File: src/rtl/hwpe_stream_parity_fault_ctrl.sv
`default_nettype none
// ============================================================================
// Module      : hwpe_stream_parity_fault_ctrl
// Description : Central fault controller for a bank of HWPE Stream parity
//               sinks. Arms checking after a warm-up window, masks channels,
//               keeps sticky per-channel flags and a saturating fault-cycle
//               counter, and raises a level IRQ at a programmable threshold.
//               Optional first-fault logging is enabled by defining
//               HWPE_STREAM_PARITY_FAULT_LOG_EN.
// Revision    : 1.0 - initial release
// ============================================================================
module hwpe_stream_parity_fault_ctrl #(
  parameter int unsigned  N_SINKS       = 4,
  parameter int unsigned  CNT_WIDTH     = 8,
  parameter int unsigned  WARMUP_CYCLES = 2,
  localparam int unsigned ID_W          = (N_SINKS > 1) ? $clog2(N_SINKS) : 1
) (
  input  logic                 clk_i,
  input  logic                 rst_ni,
  input  logic                 enable_i,
  input  logic                 clear_i,
  input  logic [N_SINKS-1:0]   mask_i,
  input  logic [CNT_WIDTH-1:0] threshold_i,
  input  logic [N_SINKS-1:0]   fault_i,
  output logic [N_SINKS-1:0]   fault_sticky_o,
  output logic [CNT_WIDTH-1:0] fault_count_o,
`ifdef HWPE_STREAM_PARITY_FAULT_LOG_EN
  output logic [ID_W-1:0]      first_fault_id_o,
  output logic                 first_fault_valid_o,
`endif
  output logic                 irq_o,
  output logic [1:0]           state_o
);

  localparam logic [1:0] ST_DISABLED = 2'd0;
  localparam logic [1:0] ST_WARMUP   = 2'd1;
  localparam logic [1:0] ST_ARMED    = 2'd2;
  localparam logic [1:0] ST_TRIPPED  = 2'd3;

  localparam int unsigned      WU_W    = (WARMUP_CYCLES > 1) ? $clog2(WARMUP_CYCLES) : 1;
  localparam logic [WU_W-1:0]  WU_LOAD = WU_W'(WARMUP_CYCLES - 1);
  localparam logic [CNT_WIDTH-1:0] CNT_MAX = {CNT_WIDTH{1'b1}};

  logic [1:0]           state_q,  state_d;
  logic [WU_W-1:0]      wu_q,     wu_d;
  logic [N_SINKS-1:0]   sticky_q, sticky_d;
  logic [CNT_WIDTH-1:0] count_q,  count_d;

  logic [N_SINKS-1:0]   fault_vec;
  logic                 fault_cycle;

  // Qualify raw faults: only unmasked channels, only while checking is live.
  always_comb begin
    fault_vec   = fault_i & ~mask_i;
    fault_cycle = ((state_q == ST_ARMED) || (state_q == ST_TRIPPED)) && (|fault_vec);
  end

  // Sticky flags and saturating counter; a clear in the same cycle drops the fault.
  always_comb begin
    sticky_d = sticky_q;
    count_d  = count_q;
    if (clear_i) begin
      sticky_d = '0;
      count_d  = '0;
    end else if (fault_cycle) begin
      sticky_d = sticky_q | fault_vec;
      count_d  = (count_q == CNT_MAX) ? count_q : count_q + CNT_WIDTH'(1);
    end
  end

  // Control FSM; dropping enable overrides every other transition.
  always_comb begin
    state_d = state_q;
    wu_d    = wu_q;
    case (state_q)
      ST_DISABLED: begin
        if (enable_i) begin
          if (WARMUP_CYCLES == 0) begin
            state_d = ST_ARMED;
          end else begin
            state_d = ST_WARMUP;
            wu_d    = WU_LOAD;
          end
        end
      end
      ST_WARMUP: begin
        if (wu_q == '0) begin
          state_d = ST_ARMED;
        end else begin
          wu_d = wu_q - WU_W'(1);
        end
      end
      ST_ARMED: begin
        if (!clear_i && (threshold_i != '0) && (count_d >= threshold_i)) begin
          state_d = ST_TRIPPED;
        end
      end
      ST_TRIPPED: begin
        if (clear_i) begin
          state_d = ST_ARMED;
        end
      end
      default: state_d = ST_DISABLED;
    endcase
    if (!enable_i) begin
      state_d = ST_DISABLED;
    end
  end

  // State registers with asynchronous active-low reset.
  always_ff @(posedge clk_i or negedge rst_ni) begin
    if (!rst_ni) begin
      state_q  <= ST_DISABLED;
      wu_q     <= '0;
      sticky_q <= '0;
      count_q  <= '0;
    end else begin
      state_q  <= state_d;
      wu_q     <= wu_d;
      sticky_q <= sticky_d;
      count_q  <= count_d;
    end
  end

  assign fault_sticky_o = sticky_q;
  assign fault_count_o  = count_q;
  assign irq_o          = (state_q == ST_TRIPPED);
  assign state_o        = state_q;

`ifdef HWPE_STREAM_PARITY_FAULT_LOG_EN
  logic [ID_W-1:0] first_id;
  logic [ID_W-1:0] log_id_q,    log_id_d;
  logic            log_valid_q, log_valid_d;

  // Lowest-index unmasked faulting channel (descending scan, last hit wins).
  always_comb begin
    first_id = '0;
    for (int i = N_SINKS - 1; i >= 0; i--) begin
      if (fault_vec[i]) begin
        first_id = i[ID_W-1:0];
      end
    end
  end

  // Capture only the first faulty cycle since reset or the last clear.
  always_comb begin
    log_id_d    = log_id_q;
    log_valid_d = log_valid_q;
    if (clear_i) begin
      log_id_d    = '0;
      log_valid_d = 1'b0;
    end else if (fault_cycle && !log_valid_q) begin
      log_id_d    = first_id;
      log_valid_d = 1'b1;
    end
  end

  // First-fault log registers.
  always_ff @(posedge clk_i or negedge rst_ni) begin
    if (!rst_ni) begin
      log_id_q    <= '0;
      log_valid_q <= 1'b0;
    end else begin
      log_id_q    <= log_id_d;
      log_valid_q <= log_valid_d;
    end
  end

  assign first_fault_id_o    = log_id_q;
  assign first_fault_valid_o = log_valid_q;
`endif

endmodule
`default_nettype wire

File: config.mk
export PLATFORM = sky130hd
export DESIGN_NAME = hwpe_stream_parity_fault_ctrl
export DESIGN_NICKNAME = d
export VERILOG_FILES = /design/src/rtl/hwpe_stream_parity_fault_ctrl.sv
export SDC_FILE = /design/constraint.sdc
export NUM_CORES = 1
export LEC_CHECK = 0
export ABC_CLOCK_PERIOD_IN_PS = 2100
export BUFFER_PORTS_ARGS = -buffer_cell sky130_fd_sc_hd__clkbuf_2
export CORE_ASPECT_RATIO = 1.2
export CORE_MARGIN = 2
export CORE_UTILIZATION = 44
export CTS_CLUSTER_SIZE = 12
export DETAILED_ROUTE_END_ITERATION = 12
export HOLD_SLACK_MARGIN = 0.05
export MAX_ROUTING_LAYER = met4
export PLACE_DENSITY_LB_ADDON = 0.08
export RECOVER_POWER = 50
export SLEW_MARGIN = 20
export SYNTH_ARGS = -nofsm -noshare
export SYNTH_HDL_FRONTEND = slang
export SYNTH_SLANG_ARGS = --single-unit
File: constraint.sdc
create_clock -name clk_i -period 2.1 [get_ports clk_i]
set_input_delay 0 -clock clk_i [delete_from_list [all_inputs] [get_ports clk_i]]
set_output_delay 0 -clock clk_i [all_outputs]
set_load 0.05 [all_outputs]
==> After elaboration in Yosys (flattened, before gate mapping) <==
Cells that the tools add are included.
{ "totals": {"regBits": 15, "input_bits": 20} }
{ "op_classes": {"addsub": 2, "order_cmp": 1, "n_eq_ne": 8, "mux": 13, "bitwise": 3, "reduce_logical": 12} }
{ "op_table": {"columns": ["cell", "n"], "rows": [
  ["2-to-1 mux 8 bit", 3],
  ["adder 8 x 1 -> 8 bit, second input constant", 1],
  ["== test 8 bit, second input constant", 1],
  [">= comparator 8 bit", 1],
  ["2-to-1 mux 2 bit", 4],
  ["2-to-1 mux 4 bit", 2],
  ["case mux 2 bit (4 select lines)", 1],
  ["nonzero test 8 bit", 1],
  ["!= test 3 bit, second input constant", 2],
  ["bitwise AND 4 bit", 1],
  ["== test 2 bit, second input constant", 2],
  ["inverter 4 bit", 1],
  ["OR 4 bit", 1],
  ["nonzero test 2 bit", 2],
  ["OR reduction 4 bit", 1],
  ["logical AND 1 bit", 3],
  ["!= test 3 x 2 -> 1 bit, second input constant", 1],
  ["AND reduction 3 bit", 1],
  ["== test 2 x 1 -> 1 bit, second input constant", 1],
  ["zero test 2 bit", 1],
  ["2-to-1 mux 1 bit", 2],
  ["!= test 2 bit, second input constant", 1],
  ["case mux 1 bit (2 select lines)", 1],
  ["AND reduction 2 bit", 1],
  ["other kinds (3)", 3]
]} }

==> Longest topological paths before layout <==
{ "depth": {"ltp_word": 11, "depth_mapped": 10, "mapped_depth_nobuf": 10} }

==> Worst setup path before layout <==
Ideal clock, no wire load.
{ "synth_path": {"path_kind": "reg2reg", "start": "register count_q[0], in the netlist fault_count_o[0]", "end": "register state_q[0], in the netlist state_o[0]", "setup_ps": 125, "arrival_time_ps": 2503, "setup_slack_ps": -528, "stages_incl_launch_ff": 11, "path_buffers": 0, "period_less_slack_ps": 2628, "path_cell_list": "dfrtp_1 -> ha_1 -> nand3_2 -> nor2_1 -> nor2_2 -> mux2i_1 -> ha_1 -> nand2b_1 -> a2111oi_0 -> o21a_1 -> o21ai_1"} }
{ "synth_via": {"elab_chain_cells": 8} }
{ "synth_lines": {"columns": ["item", "line_no", "source"], "rows": [
  ["start, declared", "47", "logic [CNT_WIDTH-1:0] count_q, count_d;"],
  ["start signal, assigned", "121", "count_q <= count_d;"],
  ["adder 8 x 1 -> 8 bit / == test 8 bit (equally long branches)", "67", "count_d = (count_q == CNT_MAX) ? count_q : count_q + CNT_WIDTH'(1);"],
  ["2-to-1 mux 8 bit", "67", null],
  ["2-to-1 mux 8 bit *", "65", "end else if (fault_cycle) begin"],
  ["2-to-1 mux 8 bit *", "62", "if (clear_i) begin"],
  [">= comparator 8 bit *", "94", "if (!clear_i && (threshold_i != '0) && (count_d >= threshold_i)) begin"],
  ["logical AND 1 bit *", "94", null],
  ["!= test 3 x 2 -> 1 bit (no source line) *", null, null],
  ["AND reduction 3 bit (no source line) *", null, null],
  ["end signal, assigned", "118", "state_q <= state_d;"],
  ["end, declared", "44", "logic [1:0] state_q, state_d;"]
]} }
Mark *: on every way between the ends. The rest lies on a longest branch, timed or not.
A chain may end at the register's enable or synchronous reset.

==> Worst setup path after layout <==
{ "layout_path": {"start": "register count_q[1], in the netlist fault_count_o[1]", "end": "register state_q[0], in the netlist state_o[0]"} }
{ "layout_via": {"elab_chain_cells": 8} }
{ "layout_lines": {"columns": ["item", "line_no"], "rows": [
  ["adder 8 x 1 -> 8 bit / == test 8 bit (equally long branches)", "67"],
  ["2-to-1 mux 8 bit *", "67"],
  ["2-to-1 mux 8 bit *", "65"],
  ["2-to-1 mux 8 bit *", "62"],
  ["net count_d[5]", "47"],
  [">= comparator 8 bit *", "94"],
  ["logical AND 1 bit *", "94"],
  ["!= test 3 x 2 -> 1 bit (no source line) *", null],
  ["AND reduction 3 bit (no source line) *", null]
]} }
Mark *: on every way through the listed nets, which the timed path passes. The rest lies on a longest branch.

==> metrics.yaml <==
min_path:
  min_from: "mask_i[3]"
  hp-class: "in -> reg"
worst_setup_path:
  critPathRequiredTime_ps: 2280
  crit_type: "reg -> reg"
  worstPathCellList: "and3_4, nand3_4, or4_4, a21oi_4, ha_4, nor3_2, nor2_1, o2111ai_1, o21ai_1"
  rrSetupSlack_ps: -170
  cp.arrival_ps: 2450
  cpMaxStageDelayCell: "or4_4"
  max_stage_delay_ps: 560
  critPathLaunchType: "flop"
  critPathCaptureType: "flop"
  cp_max_fo: 4
  reg2reg_from: "fault_count_o[1]"
  startpoint: "fault_count_o[1]"
pwr:
  internal_power_mw: 0.488
  finalPower_mw: 0.775
  ir_drop_mv: 0.419
  sw_frac_of_total_pct: 37.0
  p_seq_share_pct: 43.8
  clkPwrFrac_pct: 21.4
  p_switching_mw: 0.287
  p_leak_nw: 0.683
  power_frac_comb_pct: 34.9
  power_density_nw_per_um2: 520
global_route:
  grt_overflow: 0
  grt_pass1_wl_mm: 3.88
  grt_max_degree: 16
  grt_pass1_vias: 894
  globalRouteTotalUtil_pct: 20.3
  antenna_found_initial: 0
timing:
  tightestPinTransition_ps: 808
  fin_crit_sh_pct: 108
  rsz0062_at_grt: "true"
  setup_slack_ps: -169
  fmax_mhz: 441
  setup_viol: 1
  hold_viol: 0
  relSlewSlack_pct: 46.1
  clock-skew-final_ps: 1.41
  fin_crit_ps: 2270
  report.final.slew_viol_count: 0
  tns_ps: -169
drt:
  first_pass_iters: 4
  wire_per_inst_um: 12.7
  dr_wl_met2_mm: 1.21
  highest_layer: "met4"
  drc: 0
  num_vias: 999
  vias_per_cell: 5.12
  met1_length_mm: 1.12
  wl_mm: 2.47
  antenna_left: 0
  met3WireLength_um: 82
  drtIter0Drc: 16
cts:
  clockBufferDepth: 2
  clock-sinks: 15
  cts_tree: "built"
  clk_pin_slew_ps: 90
  cts_inserted_buffers: 3
  clock_latency_ps: 290
  h-tree-depth: 1
  cts_root_buffer: "clkbuf_4"
synthesis:
  synth_ff_type: "dfrtp_1"
  yosysUniqueCellTypes: 37
  netlist_area_um2: 1030
  synthTopCellsByArea: "dfrtp_1 36%, ha_1 11%, a21oi_1 5.3%, inv_1 4.0%, nor2_1 3.3%"
  yosys.area.top_type: "dfrtp_1"
  synthesis.nets: 142
  netlist_instances: 113
  async_flop_share_pct: 100
  synth_warnings: 0
  synth-seq-area-share_pct: 36.4
  yosys-top-cells-count: "15 x dfrtp_1, 11 x a21oi_1, 11 x inv_1"
  synth_top_area_share_pct: 36.4
  synth_edf_count: 0
  avgSynthCellArea_um2: 9.13
  synth-seq-cells: 15
  synth_most_common_cell: "dfrtp_1"
placed_design:
  gp_congestion: 0.840
  place_hpwl_mm: 1.92
  io_buffers: 34
cells_and_area:
  nets: 194
  insertedDiodeCount: 0
  area_delta_synth_final_pct: 44.5
  multi_input_area_um2: 704
  drive_gt1_share_pct: 46.3
  n_fill_cell: 197
  seqCellArea_um2: 387
run:
  drv_cap: 0
status:
  status: "finished with violations"
  violations: "setup timing"
die:
  io_pins: 35
  rows: 19
  core_area_um2: 2260
  die_x_um: 48.2
  start_util_pct: 45.7
  dieArea_um2: 2750
  die-height_um: 57.1
## critical path, delay by kind of cell (launching register included)
family,cells,cell delay (ps)
AOI/OAI and AO/OA,3,510
DFF,1,410
and+or+nand+nor,5,1020
adders and majority gates,1,230
## placed cells by master (no fill, tap or decap), drive strengths merged
master and count:
dlygate4sd3 3, a2111oi 1, inv 11, o221a 1, nor2 10, ha 9, a21o 1, o31ai 2
nor4 3, buf 13, dfrtp 15, o2111ai 1, nor2b 7, a21oi 11, a211oi 1, nand4 1
o21ai 8, o31a 1, clkinv 1, nand2 7, clkbuf 37, nand2b 1, mux2 1, and2 1
o21a 2, or4 1, mux2i 2, and3 2, nor3 3, nand3 3, or3 3, o41ai 1
## cell families after synthesis
kind of cell / share of synthesized area (%)
simple gates: 23.9
fa+ha+maj: 10.9
buf+inv: 5.94
flops: 36.4
mux: 3.03
compound gates: 19.9
## flip-flops by register name, summed over array words and instances, names as in the netlist
register and count:
wu_q 1, fault_count_o 8, state_o 2, fault_sticky_o 4
## stage by stage
step                      util, %  cells  hold slack, ps  instance area (um^2)  setup WS, ps
after floorplan                 -    113            -296                  1100          -168
after global placement       60.9    188           -67.3                  1380          -180
after detailed placement     60.9    188           -65.4                  1380          -200
after CTS                    63.7    195            53.5                  1440          -137
after global routing         66.0    195            75.6                  1490          -265
final                        66.0    195            64.9                  1490          -169
## layout make-up
| cell class | instances | share of cell area [%] |
|---|---|---|
| Clock buffer | 3 | 1.51 |
| Inverter | 11 | 2.77 |
| Tap cell | 31 | 2.60 |
| Sequential cell | 15 | 25.9 |
| Timing Repair Buffer | 50 | 19.6 |
| Clock inverter | 1 | 0.336 |
| Multi-Input combinational cell | 84 | 47.2 |
## layer usage
layer / GRT usage (%) / up-vias
met1: 28.5 / 458
met3: 3.80 / 4
li1: - / 512
met5: - / -
met2: 27.8 / 25
met4: 9.27 / 0
## path summary, 6_finish.rpt
| path | endpoint | cells past startpoint |
|---|---|---|
| max in group asynchronous | fault_count_o[3] | 2 |
| min in group asynchronous | fault_count_o[4] | 2 |
| worst max register to register | state_o[0] | 9 |
| worst min register to register | fault_sticky_o[3] | 2 |
| worst min-delay path | fault_sticky_o[3] | 4 |
| worst max-delay path | state_o[0] | 9 |
## repair_timing
item / CTS / global route
hold endpoints to repair: 19 / 0
hold buffers: 3 / 0
endpoints found under the setup margin: 1 / 1
gates resized for setup: 1 / 8
setup buffers: 0 / 0
pin swaps: 4 / 6
## power by group through the flow
stage,clock network [mW],logic (mW),registers [mW]
4_1_cts,0.175,0.270,0.339
3_5_place_dp,0,0.264,0.344
5_1_grt,0.182,0.301,0.343
6_report,0.166,0.270,0.339
2_1_floorplan,0,0.126,0.402
3_3_place_gp,0,0.260,0.342
No activity file was read; power rests on OpenSTA's default activity.
